[src/rtl/game_flow_ctrl.sv]
// Game-level sequencer: round flow, button gating, round soft reset and score keeping.
// Optional PAUSE state and pbP_in button are compiled in when GAME_PAUSE_EN is defined.
module game_flow_ctrl #(
    parameter int START_FRAMES = 180,
    parameter int HOLD_FRAMES  = 60,
    parameter int SCORE_MAX    = 9
) (
    input  logic       clk,
    input  logic       reset,
    input  logic       frame_tick,
    input  logic       pbL_in,
    input  logic       pbR_in,
    input  logic       pbG_in,
`ifdef GAME_PAUSE_EN
    input  logic       pbP_in,
`endif
    input  logic       collision,
    input  logic       endgame_win,
    input  logic       endgame_lose,
    output logic       pbL_out,
    output logic       pbR_out,
    output logic       pbG_out,
    output logic       round_rst_n,
    output logic       move_en,
    output logic [2:0] state,
    output logic [3:0] score
);

    typedef enum logic [2:0] {
        IDLE      = 3'd0,
        COUNTDOWN = 3'd1,
        PLAY      = 3'd2,
        WIN       = 3'd3,
        LOSE      = 3'd4
`ifdef GAME_PAUSE_EN
        , PAUSE   = 3'd5
`endif
    } gameState_t;

    localparam logic [7:0] START_CNT = 8'(START_FRAMES);
    localparam logic [7:0] HOLD_CNT  = 8'(HOLD_FRAMES);
    localparam logic [3:0] SCORE_TOP = 4'(SCORE_MAX);

    // Sync bit order: L, R, G, collision (, P). Buttons idle high, collision idles low.
`ifdef GAME_PAUSE_EN
    localparam int NSYNC = 5;
    localparam logic [NSYNC-1:0] SYNC_INIT = 5'b10111;
`else
    localparam int NSYNC = 4;
    localparam logic [NSYNC-1:0] SYNC_INIT = 4'b0111;
`endif

    logic [NSYNC-1:0] rawIn;
    logic [NSYNC-1:0] metaReg;
    logic [NSYNC-1:0] syncReg;
    logic             prevGReg;
    logic             prevCollReg;
    logic             pressG;
    logic             hit;

`ifdef GAME_PAUSE_EN
    logic             prevPReg;
    logic             pressP;
    assign rawIn  = {pbP_in, collision, pbG_in, pbR_in, pbL_in};
    assign pressP = prevPReg & ~syncReg[4];
`else
    assign rawIn  = {collision, pbG_in, pbR_in, pbL_in};
`endif

    assign pressG = prevGReg & ~syncReg[2];
    assign hit    = syncReg[3] & ~prevCollReg;

    always_ff @(posedge clk or negedge reset) begin
        if (!reset) begin
            metaReg     <= SYNC_INIT;
            syncReg     <= SYNC_INIT;
            prevGReg    <= 1'b1;
            prevCollReg <= 1'b0;
`ifdef GAME_PAUSE_EN
            prevPReg    <= 1'b1;
`endif
        end else begin
            metaReg     <= rawIn;
            syncReg     <= metaReg;
            prevGReg    <= syncReg[2];
            prevCollReg <= syncReg[3];
`ifdef GAME_PAUSE_EN
            prevPReg    <= syncReg[4];
`endif
        end
    end

    gameState_t stateReg, stateNext;
    logic [7:0] cntReg, cntNext;
    logic [3:0] scoreReg, scoreNext;
    logic       roundRstReg, roundRstNext;

    always_ff @(posedge clk or negedge reset) begin
        if (!reset) begin
            stateReg    <= IDLE;
            cntReg      <= 8'd0;
            scoreReg    <= 4'd0;
            roundRstReg <= 1'b1;
        end else begin
            stateReg    <= stateNext;
            cntReg      <= cntNext;
            scoreReg    <= scoreNext;
            roundRstReg <= roundRstNext;
        end
    end

    always_comb begin
        stateNext    = stateReg;
        cntNext      = cntReg;
        scoreNext    = scoreReg;
        roundRstNext = 1'b1;
        case (stateReg)
            IDLE: begin
                if (pressG) begin
                    stateNext    = COUNTDOWN;
                    cntNext      = START_CNT;
                    scoreNext    = 4'd0;
                    roundRstNext = 1'b0;
                end
            end
            COUNTDOWN: begin
                // A count of 0 or 1 both expire on this tick (covers START_FRAMES = 0).
                if (frame_tick) begin
                    if (cntReg <= 8'd1) begin
                        stateNext = PLAY;
                        cntNext   = 8'd0;
                    end else begin
                        cntNext = cntReg - 8'd1;
                    end
                end
            end
            PLAY: begin
                if (hit && (scoreReg < SCORE_TOP)) begin
                    scoreNext = scoreReg + 4'd1;
                end
                if (endgame_lose) begin
                    stateNext = LOSE;
                    cntNext   = 8'd0;
                end else if (endgame_win) begin
                    stateNext = WIN;
                    cntNext   = 8'd0;
                end
`ifdef GAME_PAUSE_EN
                else if (pressP) begin
                    stateNext = PAUSE;
                end
`endif
            end
            WIN, LOSE: begin
                if (frame_tick && (cntReg < HOLD_CNT)) begin
                    cntNext = cntReg + 8'd1;
                end
                if (pressG && (cntReg == HOLD_CNT)) begin
                    stateNext = IDLE;
                    cntNext   = 8'd0;
                end
            end
`ifdef GAME_PAUSE_EN
            PAUSE: begin
                if (pressP) begin
                    stateNext = PLAY;
                end
            end
`endif
            default: begin
                stateNext = IDLE;
                cntNext   = 8'd0;
            end
        endcase
    end

    assign move_en     = (stateReg == PLAY);
    assign pbL_out     = move_en ? syncReg[0] : 1'b1;
    assign pbR_out     = move_en ? syncReg[1] : 1'b1;
    assign pbG_out     = move_en ? syncReg[2] : 1'b1;
    assign round_rst_n = roundRstReg;
    assign state       = stateReg;
    assign score       = scoreReg;

endmodule

[config.mk]
export PLATFORM = sky130hd
export DESIGN_NAME = game_flow_ctrl
export DESIGN_NICKNAME = d
export VERILOG_FILES = /design/src/rtl/game_flow_ctrl.sv
export SDC_FILE = /design/constraint.sdc
export NUM_CORES = 1
export LEC_CHECK = 0
export ABC_AREA = 0
export CAP_MARGIN = 20
export CORE_ASPECT_RATIO = 2
export CORE_UTILIZATION = 56
export CTS_BUF_LIST = sky130_fd_sc_hd__clkbuf_4
export DETAILED_ROUTE_END_ITERATION = 8
export HOLD_SLACK_MARGIN = 0.05
export PLACE_DENSITY = 0.9
export SLEW_MARGIN = 25
export SYNTH_ARGS = -nofsm -noshare
export SYNTH_HDL_FRONTEND = slang
export SYNTH_SLANG_ARGS = --single-unit
[constraint.sdc]
create_clock -name clk -period 2.35 [get_ports clk]
set_input_delay 0.47 -clock clk [delete_from_list [all_inputs] [get_ports clk]]
set_output_delay 0.47 -clock clk [all_outputs]
set_load 0.03 [all_outputs]
; ---- Yosys cells after proc, flatten, opt, wreduce, memory -nomap -nowiden
; Cells that the tools add are included.
; W data, S select, Z words.
[word_totals]
in_bits = 9
elab_cells = 62
out_inout_bits = 12
reg_bits = 26
[classes]
add_sub_neg = 3
n_reduce_logical = 9
bitwise_logic = 4
order_cmp = 3
eq_ne = 12
mux = 23
[op_table]
columns = cell, count
row1 = $mux W8, 7
row2 = $pmux W8 S4, 1
row3 = $mux W3, 6
row4 = $pmux W3 S4, 1
row5 = $add A8 B1 Y8 const B, 1
row6 = $eq A8 B6 Y1 const B, 1
row7 = $le A8 B1 Y1 const B, 1
row8 = $lt A8 B6 Y1 const B, 1
row9 = $mux W4, 2
row10 = $ne A2 B2 Y1 const B, 4
row11 = $pmux W4 S2, 1
row12 = $sub A8 B1 Y8 const B, 1
row13 = $eq A3 B2 Y1 const B, 2
row14 = $ne A3 B3 Y1 const B, 2
row15 = $mux W1, 5
row16 = $reduce_and A5 Y1, 1
row17 = $add A4 B1 Y4 const B, 1
row18 = $lt A4 B4 Y1 const B, 1
row19 = $reduce_and A4 Y1, 1
row20 = $eq A3 B1 Y1 const B, 1
row21 = $eq A3 B3 Y1 const B, 1
row22 = $logic_and A1 B1 Y1, 3
row23 = $logic_not A3 Y1, 1
row24 = $reduce_and A3 Y1, 1
row25 = 5 further kinds, 7

; ---- Logic depth before layout (Yosys ltp)
[logic_depth]
depth_word = 5
depth_mapped = 7
depth_no_buf = 7

; ---- Worst setup path before layout
; OpenSTA, ideal clock, no wires.
[synth_timing]
path_kind = register to output
from = register stateReg[1] (netlist: state[1])
to = output port pbG_out
required_ps = 1880
setup_slack_ps = -235
path_buffers = 1
path_stages_with_launch = 5
arrival_time_ps = 2115
path_cell_list = dfrtp_1 buf_2 inv_1 nor3_1 nand2b_1
[synth_between]
elab_chain_cells = 2
[synth_rtl]
columns = element, line_no
row1 = from (decl), 93  ; gameState_t stateReg, stateNext;
row2 = from (signal assigned), 105  ; stateReg <= stateNext;
row3 = $eq A3 B2 Y1, 177  ; assign move_en = (stateReg == PLAY);
row4 = named net move_en, 24  ; output logic move_en,
row5 = $mux W1, 180  ; assign pbG_out = move_en ? syncReg[2] : 1'b1;
row6 = to (decl), 22  ; output logic pbG_out,
; The timed path passes the listed nets, and every way through them passes these cells.

; ---- Worst setup path in the final report
[layout_timing]
from = register stateReg[0] (netlist: state[0])
to = output port state[0]
[layout_rtl]
columns = element, line_no
row1 = to (decl), 25  ; output logic [2:0] state,
; No word-level cell between the ends.

==> run_summary.xml <==
<?xml version="1.0" encoding="UTF-8"?>
<metrics>
  <group name="outcome">
    <metric name="run_status" unit="">finished clean</metric>
  </group>
  <group name="setup_path">
    <metric name="nature_of_the_critical_path_endpoint" unit="">output port</metric>
    <metric name="worstPathMaxFanout" unit="">11</metric>
    <metric name="sort_of_element_at_the_start_of_the_critical_path" unit="">register</metric>
    <metric name="path_class" unit="">reg -&gt; out</metric>
    <metric name="cp.arrival" unit="ns">1.65</metric>
    <metric name="required_time_of_the_worst_setup_path" unit="ns">1.88</metric>
  </group>
  <group name="floorplanning">
    <metric name="dieArea" unit="um^2">2950</metric>
    <metric name="floorplan.io_pins" unit="">21</metric>
    <metric name="floorplan.initialDensity" unit="%">59.3</metric>
    <metric name="die_y" unit="um">75.8</metric>
    <metric name="core_area" unit="um^2">2570</metric>
    <metric name="placement_rows" unit="">26</metric>
    <metric name="overall_die_width" unit="um">38.9</metric>
  </group>
  <group name="global_route">
    <metric name="grt_antenna_before_repair" unit="">0</metric>
    <metric name="grt.met2_usage" unit="%">52.4</metric>
    <metric name="gr-total-overflow" unit="">0</metric>
    <metric name="grt_pass1_wl" unit="um">5850</metric>
    <metric name="busiest_layer" unit="">met2</metric>
    <metric name="globalRouteMet1Util" unit="%">29.3</metric>
    <metric name="vias_in_the_first_global_route" unit="">1287</metric>
    <metric name="grt_use_met3" unit="%">2.92</metric>
    <metric name="grt_max_degree" unit="">27</metric>
    <metric name="track_usage" unit="%">28.3</metric>
  </group>
  <group name="sta">
    <metric name="finalHoldViolations" unit="">0</metric>
    <metric name="timing.slew.headroom" unit="%">66.7</metric>
    <metric name="timing.fmax" unit="MHz">472</metric>
    <metric name="timing.clock.skew" unit="ns">0.00839</metric>
    <metric name="timing.setup.tns" unit="ns">0</metric>
    <metric name="worst_slew_pin_tran" unit="ns">0.495</metric>
    <metric name="fin_crit_sh" unit="%">90.1</metric>
    <metric name="grt_setup_unrepaired" unit="">no</metric>
    <metric name="timing.final.max_slew_violations" unit="">0</metric>
    <metric name="fin_worst_hold_slack" unit="ns">0.367</metric>
    <metric name="minimum_period_implied_by_the_final_worst_setup_slack" unit="ns">2.12</metric>
    <metric name="setup-violations-final" unit="">0</metric>
  </group>
  <group name="synthesis">
    <metric name="synth-async-reset-ratio" unit="%">100</metric>
    <metric name="netlist_top_cells_count" unit="">sky130_fd_sc_hd__dfrtp_1, sky130_fd_sc_hd__nor2_1, sky130_fd_sc_hd__inv_1, sky130_fd_sc_hd__a21oi_1, sky130_fd_sc_hd__nand2_1</metric>
    <metric name="postSynthAreaPerCell" unit="um^2">10.1</metric>
    <metric name="number_of_synthesized_flops_with_an_enable_pin" unit="">0</metric>
    <metric name="ys_ff_latch" unit="">26</metric>
    <metric name="synth.yosys.seq_area_share" unit="%">43.3</metric>
    <metric name="count_of_distinct_cell_types_in_the_synthesized_netlist" unit="">58</metric>
    <metric name="ys.flop_type" unit="">sky130_fd_sc_hd__dfrtp_1</metric>
    <metric name="post-synth-top-count-cell" unit="">sky130_fd_sc_hd__dfrtp_1</metric>
    <metric name="syn-cell-area" unit="um^2">1530</metric>
    <metric name="postSynthNetCount" unit="">165</metric>
    <metric name="post-synth-top-area-cell" unit="">sky130_fd_sc_hd__dfrtp_1</metric>
    <metric name="post_synth_main_area_contributors" unit="">sky130_fd_sc_hd__dfrtp_1, sky130_fd_sc_hd__dfstp_2, sky130_fd_sc_hd__ha_1, sky130_fd_sc_hd__a21oi_1, sky130_fd_sc_hd__nor2_1</metric>
    <metric name="synth_cells" unit="">151</metric>
    <metric name="fraction_of_synthesized_cell_area_taken_by_the_top_area_cell_type" unit="%">29.5</metric>
    <metric name="synth_warnings" unit="">0</metric>
  </group>
  <group name="cells_and_area">
    <metric name="utilization" unit="%">72.2</metric>
    <metric name="finalNetCount" unit="">194</metric>
    <metric name="fraction_of_final_layout_cells_sized_beyond_drive_strength_1" unit="%">20.7</metric>
    <metric name="antennaDiodeCount" unit="">0</metric>
    <metric name="area_growth_syn_to_layout" unit="%">21.6</metric>
    <metric name="post_layout_nonfiller_instances" unit="">207</metric>
    <metric name="layout.filler_cells" unit="">194</metric>
  </group>
  <group name="detailed_routing">
    <metric name="drtAntennaViolNets" unit="">0</metric>
    <metric name="drtIter0Drc" unit="">63</metric>
    <metric name="routed_wire_length" unit="um">3750</metric>
    <metric name="via_cell_ratio" unit="">6.50</metric>
    <metric name="firstDrtPassIters" unit="">4</metric>
    <metric name="drt-wirelength-per-cell" unit="um">18.1</metric>
    <metric name="vias" unit="">1346</metric>
    <metric name="drcViolationCount" unit="">0</metric>
  </group>
  <group name="cts">
    <metric name="cts.root.buffer_cell" unit="">sky130_fd_sc_hd__clkbuf_4</metric>
    <metric name="tritoncts" unit="">built</metric>
    <metric name="post_cts_hold_buffer_count" unit="">0</metric>
    <metric name="clkSlewWorstSetupHoldPaths" unit="ns">0.16</metric>
    <metric name="tritoncts.num_buffers" unit="">3</metric>
    <metric name="buffer_levels_on_the_longest_clock_path" unit="">2</metric>
    <metric name="clock_insertion_delay_worst_skew" unit="ns">0.34</metric>
    <metric name="cts_max_level" unit="">1</metric>
    <metric name="cts.sink_count" unit="">26</metric>
  </group>
  <group name="pwr">
    <metric name="power_leakage" unit="uW">0.000783</metric>
    <metric name="power.density_cell_area" unit="nW/um^2">440</metric>
    <metric name="vdd_ir_drop_max" unit="mV">0.578</metric>
  </group>
  <group name="job">
    <metric name="cap_viol_max_count" unit="">0</metric>
  </group>
  <group name="hold_path">
    <metric name="worst_hold_path_type" unit="">reg -&gt; reg</metric>
  </group>
  <group name="placement">
    <metric name="gpl.final_weighted_congestion" unit="">0.953</metric>
    <metric name="portBuffers" unit="">20</metric>
    <metric name="hpwl_after_dpl" unit="um">2790</metric>
    <metric name="placed_cells" unit="">203</metric>
  </group>
</metrics>
[stage by stage]
stage	cell area (um^2)	total power, uW	setup WS [ns]
after CTS	1850	814	0.0309
after floorplan	1530	477	0.184
final	1850	815	0.233
after global routing	1850	838	0.170
after detailed placement	1790	503	0.0648
after global placement	1790	502	0.0965
[per-layer routing]
| metal | part of all wire [%] | up-vias |
|---|---|---|
| li1 | - | 615 |
| met1 | 36 | 654 |
| met2 | 56 | 61 |
| met3 | 3.9 | 16 |
| met4 | 3.9 | 0 |
| met5 | 0 | - |
[power breakdown]
| group | internal (uW) | switching (uW) | total (uW) |
|---|---|---|---|
| combinational | 15.9 | 14.6 | 30.4 |
| sequential | 461 | 3.76 | 465 |
| clock | 173 | 147 | 320 |
| total | 650 | 166 | 815 |
[timing repair]
item	CTS	global route
gates resized for setup	2	3
cloned	0	0
pin swaps	0	0
setup endpoints to repair	4	3
setup buffers	0	0
[kinds of logic (layout without fill, tap and decap cells)]
logic type               Yosys count  count (layout)  share of synthesized area (%)
flip-flops                        26              26                           43.3
XOR/XNOR                           1               1                          0.574
buffers and inverters             16              44                           5.82
multiplexers                       5               5                           3.61
adder cells (fa/ha/maj)            5               5                           4.10
AND/OR/NAND/NOR                   52              52                           19.9
AO/OA/AOI/OAI                     46              46                           22.6
[sequential cells by signal, indices dropped and copies added, names as in the netlist]
register and cells:
cntReg 8, metaReg 4, score 4, syncReg 4, state 3, prevCollReg 1, prevGReg 1, round_rst_n 1
[worst max-delay path, stage by stage (launching register included)]
cell and delay (ns):
sky130_fd_sc_hd__dfrtp_1 0.42, sky130_fd_sc_hd__buf_4 0.20, sky130_fd_sc_hd__clkdlybuf4s50_1 0.68
[worst paths after layout]
check,from,end,slack (ns),cells past startpoint
worst min register to register,metaReg[1],syncReg[1],0.37,0
max in group asynchronous,reset,metaReg[1],1.55,2
worst max-delay path,state[0],state[0],0.23,2
min in group asynchronous,reset,cntReg[4],0.49,2
worst min-delay path,metaReg[1],syncReg[1],0.37,0
worst max register to register,state[0],cntReg[6],0.31,6
[cell type report]
cell class | instances | area, um^2 | share of cell area (%)
Clock inverter | 1 | 30.0 | 1.62
Multi-Input combinational cell | 109 | 787 | 42.4
Tap cell | 28 | 35.0 | 1.89
Inverter | 10 | 37.5 | 2.02
Sequential cell | 26 | 661 | 35.6
Timing Repair Buffer | 30 | 282 | 15.2
Clock buffer | 3 | 22.5 | 1.21
[cells in the final DEF, fill, tap and decap left out, types with 2 or more instances in the layout]
cell type	Yosys	routed
sky130_fd_sc_hd__dfrtp_1	18	18
sky130_fd_sc_hd__clkdlybuf4s50_1	0	16
sky130_fd_sc_hd__nor2_1	12	12
sky130_fd_sc_hd__inv_1	10	10
sky130_fd_sc_hd__buf_4	1	10
sky130_fd_sc_hd__nand2_1	9	9
sky130_fd_sc_hd__a21oi_1	9	9
sky130_fd_sc_hd__dfstp_2	8	8
sky130_fd_sc_hd__nand2b_1	7	7
sky130_fd_sc_hd__o21ai_0	6	6
sky130_fd_sc_hd__ha_1	5	5
sky130_fd_sc_hd__a31oi_1	4	4
sky130_fd_sc_hd__a21o_1	3	3
sky130_fd_sc_hd__nor3_1	4	3
sky130_fd_sc_hd__clkbuf_4	0	3
sky130_fd_sc_hd__dlymetal6s2s_1	0	3
sky130_fd_sc_hd__o31ai_1	2	2
sky130_fd_sc_hd__mux2_2	2	2
sky130_fd_sc_hd__a211o_1	2	2
sky130_fd_sc_hd__mux2_1	2	2
sky130_fd_sc_hd__nand4_1	2	2
sky130_fd_sc_hd__o41ai_1	2	2
sky130_fd_sc_hd__o2bb2ai_1	2	2
Power figures use the tool's default switching activity.
